## src/rtl/theta_eps_search.sv

```systemverilog
// Final decision stage of the CP-based timing/frequency estimator: tracks the argmax of
// lambda over a SYM_LEN-sample window and emits theta, eps = -ang/(2*pi) and the winning lambda.
module theta_eps_search #(
    parameter int SYM_LEN  = 256,
    parameter int INV2PI_K = 10430,
    parameter int LAMBDA_W = 14,
    parameter int ANG_W    = 11,
    parameter int EPS_W    = 21
) (
    input  logic                       clk,
    input  logic                       rst_n,
    input  logic                       in_valid,
    input  logic                       in_sof,
    input  logic signed [LAMBDA_W-1:0] in_lambda,
    input  logic signed [ANG_W-1:0]    in_ang,
    output logic                       out_valid,
    output logic        [7:0]          out_theta,
    output logic signed [EPS_W-1:0]    out_eps,
    output logic signed [LAMBDA_W-1:0] out_lambda_max
);

    // Handshake: a sample is consumed on every clock where in_valid is high; there is no
    // ready in either direction, and out_valid is a one-cycle pulse the consumer must take.

    localparam int                P_W      = 26;
    localparam logic [7:0]        LAST_IDX = 8'(SYM_LEN - 1);
    localparam logic signed [P_W-1:0] K_S      = P_W'(INV2PI_K);
    localparam logic signed [P_W-1:0] RND_HALF = 26'sd8;

    logic        [7:0]          idx;
    logic        [7:0]          k;
    logic        [7:0]          idx_next;
    logic signed [LAMBDA_W-1:0] max_lambda;
    logic        [7:0]          max_idx;
    logic signed [ANG_W-1:0]    max_ang;

    logic                       take;
    logic                       win_end;
    logic signed [LAMBDA_W-1:0] cand_lambda;
    logic        [7:0]          cand_idx;
    logic signed [ANG_W-1:0]    cand_ang;

    logic signed [P_W-1:0]      ang_ext;
    logic signed [P_W-1:0]      prod;
    logic signed [P_W-1:0]      rnd;
    logic signed [EPS_W-1:0]    eps_val;

    // Index of the current sample, and the running max including this sample.
    always_comb begin
        k           = in_sof ? 8'd0 : idx;
        idx_next    = (k == LAST_IDX) ? 8'd0 : k + 8'd1;
        win_end     = in_valid && (k == LAST_IDX);
        // Strict greater-than keeps the earliest index on ties.
        take        = (k == 8'd0) || (in_lambda > max_lambda);
        cand_lambda = max_lambda;
        cand_idx    = max_idx;
        cand_ang    = max_ang;
        if (take) begin
            cand_lambda = in_lambda;
            cand_idx    = k;
            cand_ang    = in_ang;
        end
    end

    // eps = -floor((ang * K + 8) / 16); |ang| <= 1024 keeps the result inside EPS_W bits.
    always_comb begin
        ang_ext = P_W'(cand_ang);
        prod    = ang_ext * K_S;
        rnd     = (prod + RND_HALF) >>> 4;
        eps_val = EPS_W'(-rnd);
    end

    always_ff @(posedge clk or negedge rst_n) begin
        if (!rst_n) begin
            idx        <= '0;
            max_lambda <= '0;
            max_idx    <= '0;
            max_ang    <= '0;
        end else if (in_valid) begin
            idx        <= idx_next;
            max_lambda <= cand_lambda;
            max_idx    <= cand_idx;
            max_ang    <= cand_ang;
        end
    end

    // Result registers capture the closing sample's view while the max registers
    // are free to reload for a back-to-back window.
    always_ff @(posedge clk or negedge rst_n) begin
        if (!rst_n) begin
            out_valid      <= 1'b0;
            out_theta      <= '0;
            out_eps        <= '0;
            out_lambda_max <= '0;
        end else begin
            out_valid <= win_end;
            if (win_end) begin
                out_theta      <= cand_idx;
                out_eps        <= eps_val;
                out_lambda_max <= cand_lambda;
            end
        end
    end

endmodule
```

## config.mk

```make
export PLATFORM = sky130hd
export DESIGN_NAME = theta_eps_search
export DESIGN_NICKNAME = d
export VERILOG_FILES = /design/src/rtl/theta_eps_search.sv
export SDC_FILE = /design/constraint.sdc
export NUM_CORES = 1
export LEC_CHECK = 0
export BUFFER_PORTS_ARGS = -buffer_cell sky130_fd_sc_hd__clkbuf_2
export CORE_ASPECT_RATIO = 1.5
export CORE_UTILIZATION = 55
export CTS_CLUSTER_DIAMETER = 80
export CTS_CLUSTER_SIZE = 8
export DETAILED_ROUTE_END_ITERATION = 10
export HOLD_SLACK_MARGIN = 0.15
export PLACE_DENSITY_LB_ADDON = 0.1
export SETUP_SLACK_MARGIN = 0.1
export SYNTH_ARGS = -nofsm -noshare
export SYNTH_HDL_FRONTEND = slang
export SYNTH_SLANG_ARGS = --single-unit
```

## constraint.sdc

```tcl
create_clock -name clk -period 7.8 [get_ports clk]
set_input_delay 0.39 -clock clk [delete_from_list [all_inputs] [get_ports clk]]
set_output_delay 0.39 -clock clk [all_outputs]
set_load 0.005 [all_outputs]
```

==> impl_metrics.py <==
metrics = {
    "clock_tree": {
        "clkSinkCount": 85,
        "htreeDepth": 3,
        "clock_path_buffers": 2,
        "clk_pin_slew_worst_paths_ns": 0.07,
        "clk_latency_ns": 0.35,
        "cts_tree": "done",
        "cts_made_buffers": 9,
        "cts_root_buf": "clkbuf_16",
    },
    "place": {
        "portBuffers": 72,
        "gp_congestion": 0.853,
        "pre_cts_slack_ns": -0.00523,
        "place_area_sq_um": 8690,
        "hpwlAfterDp_mm": 13.5,
    },
    "global_route": {
        "grt_pass1_vias": 6383,
        "antenna_found_initial": 0,
        "grt_use_total_pct": 23.7,
        "grt_max_degree": 87,
        "overflow": 0,
        "grt_pass1_wl_mm": 28.5,
    },
    "finish": {
        "utilization_pct": 69.2,
        "fillers": 1130,
        "multiInputGateArea_sq_um": 5710,
        "drive_above_1_share_pct": 28.0,
        "syn2layout_area_growth_pct": 22.5,
        "fin_nets": 1137,
        "antenna_cells": 0,
        "finish.instance_area_sq_um": 9680,
        "final-seq-area_sq_um": 2130,
    },
    "critical_path": {
        "critPathLaunch": "max_lambda[9]",
        "required_ns": 8.03,
        "start_kind": "flop",
        "path_class": "flop to flop",
        "cpPeakStageDelay_ns": 0.56,
        "crit_arrival_ns": 7.72,
        "regToRegStartpoint": "max_lambda[9]",
        "crit_fanout": 7,
        "r2r_cells": 30,
        "crit_slowest_cell": "fa_2",
        "critical_path.endpoint_type": "flop",
    },
    "die": {
        "start_util_pct": 56.5,
        "die_area_sq_um": 14900,
        "rows": 53,
        "die_h_um": 149,
        "io_pins": 73,
        "core_sq_um": 14000,
        "die_x_um": 99.9,
    },
    "logic_synthesis": {
        "syn_avg_cell_area_sq_um": 9.23,
        "synth_edf_count": 0,
        "synthFlopType": "dfrtp_1",
        "ys_ff_latch": 85,
        "syn_nets": 1019,
        "synthCells": 856,
        "synthArstFlopShare_pct": 100,
        "yosysMostFrequentCell": "inv_1",
        "synth_top_cell_by_area": "dfrtp_1",
        "syn_area_sq_um": 7900,
        "ys_warn_count": 0,
        "synthDistinctLibCells": 86,
        "ys_seq_area_share_pct": 26.9,
        "synth_common_cells": "114 x inv_1, 100 x ha_1, 85 x dfrtp_1",
        "synthTopCellsByArea": "dfrtp_1 27%, ha_1 16%, fa_1 8.6%, inv_1 5.4%, o21ai_0 4.2%",
        "synthDominantCellAreaShare_pct": 26.9,
    },
    "routing": {
        "routed_wl_mm": 17.6,
        "num_vias": 6403,
        "drc_errors": 0,
        "via_per_inst": 5.47,
        "wire_per_inst_um": 15.0,
        "drtIter0Drc": 229,
        "dr.pass1.iters": 4,
        "ant_nets": 0,
    },
    "worst_hold_path": {
        "hold_path.class": "input pin to flop",
        "worstHoldStart": "in_lambda[6]",
        "holdPathStages": 2,
    },
    "sta": {
        "timing.final.ws_setup_ns": 0.319,
        "setup_viol": 0,
        "period_share_pct": 95.9,
        "final-max-slew-violation-count": 0,
        "fin_crit_ns": 7.48,
        "hold_slack_ns": 0.316,
        "worstMarginPinSlew_ns": 0.808,
        "slew_headroom_pct": 46.2,
        "fmax_mhz": 134,
        "hold_viol": 0,
        "skew_ns": 0.00887,
    },
    "status": {
        "status": "complete, no violations",
    },
    "run": {
        "drv_cap": 0,
    },
}
==> timing repair <==
| action | in CTS | in global routing |
|---|---|---|
| buffers inserted | 2 | 20 |
| gates cloned | 0 | 0 |
| pin swaps | 3 | 36 |
| hold endpoints to repair | 22 | 0 |
| setup endpoints to repair | 2 | 13 |
| hold buffers | 1 | 0 |
| resized for setup | 1 | 85 |
==> state kept, by name (all words and copies together) (netlist names) <==
name,flops
max_ang,11
out_lambda_max,14
max_lambda,14
max_idx,8
out_eps,21
idx,8
out_valid,1
out_theta,8
==> cell type report <==
cell class / instances / area share, %
Multi-Input combinational cell: 629 / 59.0
Clock buffer: 9 / 2.33
Clock inverter: 7 / 0.930
Inverter: 114 / 4.42
Timing Repair Buffer: 135 / 8.87
Tap cell: 192 / 2.48
Sequential cell: 85 / 22.0
==> cells by family (layout without fill, tap and decap cells) <==
| group | Yosys count | after routing | synth area share (%) |
|---|---|---|---|
| AO/OA/AOI/OAI | 172 | 172 | 13.7 |
| AND/OR/NAND/NOR | 226 | 226 | 15.5 |
| buffers and inverters | 142 | 265 | 7.19 |
| multiplexers | 46 | 46 | 6.11 |
| XOR/XNOR | 51 | 51 | 6.11 |
| flip-flops | 85 | 85 | 26.9 |
| adder cells (fa/ha/maj) | 134 | 134 | 24.4 |
==> layout by cell type, fill, tap and decap left out, drive strengths merged, types with 3 or more instances in the layout <==
master,instances
nand4,12
a211oi,6
buf,63
xnor2,29
nand2,81
nand2b,9
clkbuf,80
nor2,46
and2,6
a21oi,45
inv,119
fa,34
a31oi,5
ha,100
a21o,12
or2,4
nor3,16
nor4,6
xor2,21
nor2b,5
o22ai,3
nor3b,6
mux2,18
or4,3
a311oi,3
and3,6
nand3,13
dfrtp,85
o21ai,73
mux2i,28
==> worst max-delay path, delay by kind of cell (launching register included) <==
kind                       cells  cell delay, ns
AOI/OAI and AO/OA              7            1.47
xor gates and xnor gates       1            0.20
adders and majority gates      7            2.71
buffers and inverters          7            0.71
DFF                            1            0.37
muxes                          1            0.15
and+or+nand+nor                7            1.76
==> per-layer routing <==
metal  routed length, um  up-vias  track usage [%]
li1                    -     3167                -
met1                6890     3128             26.2
met2               10100       87             46.7
met3                 336       21             2.95
met4                 302        0             6.25
met5                   0        -                0
==> path summary, 6_finish.rpt <==
path	to	slack (ns)
max in group asynchronous	idx[5]	6.22
hold / removal	max_lambda[6]	0.32
setup reg to reg	out_eps[17]	0.32
min in group asynchronous	out_lambda_max[10]	0.47
hold reg to reg	out_eps[1]	0.48
setup / recovery	out_eps[17]	0.32
==> per-stage QoR <==
| step | cells | TNS, ns |
|---|---|---|
| after floorplan | 856 | 0 |
| after global placement | 1132 | 0 |
| after detailed placement | 1132 | -0.00523 |
| after CTS | 1151 | 0 |
| after global routing | 1171 | -0.00573 |
| final | 1171 | 0 |
Power is left out: the tool's default activity adds up to more than one toggle a clock period on the data nets, which glitch-free logic cannot reach.
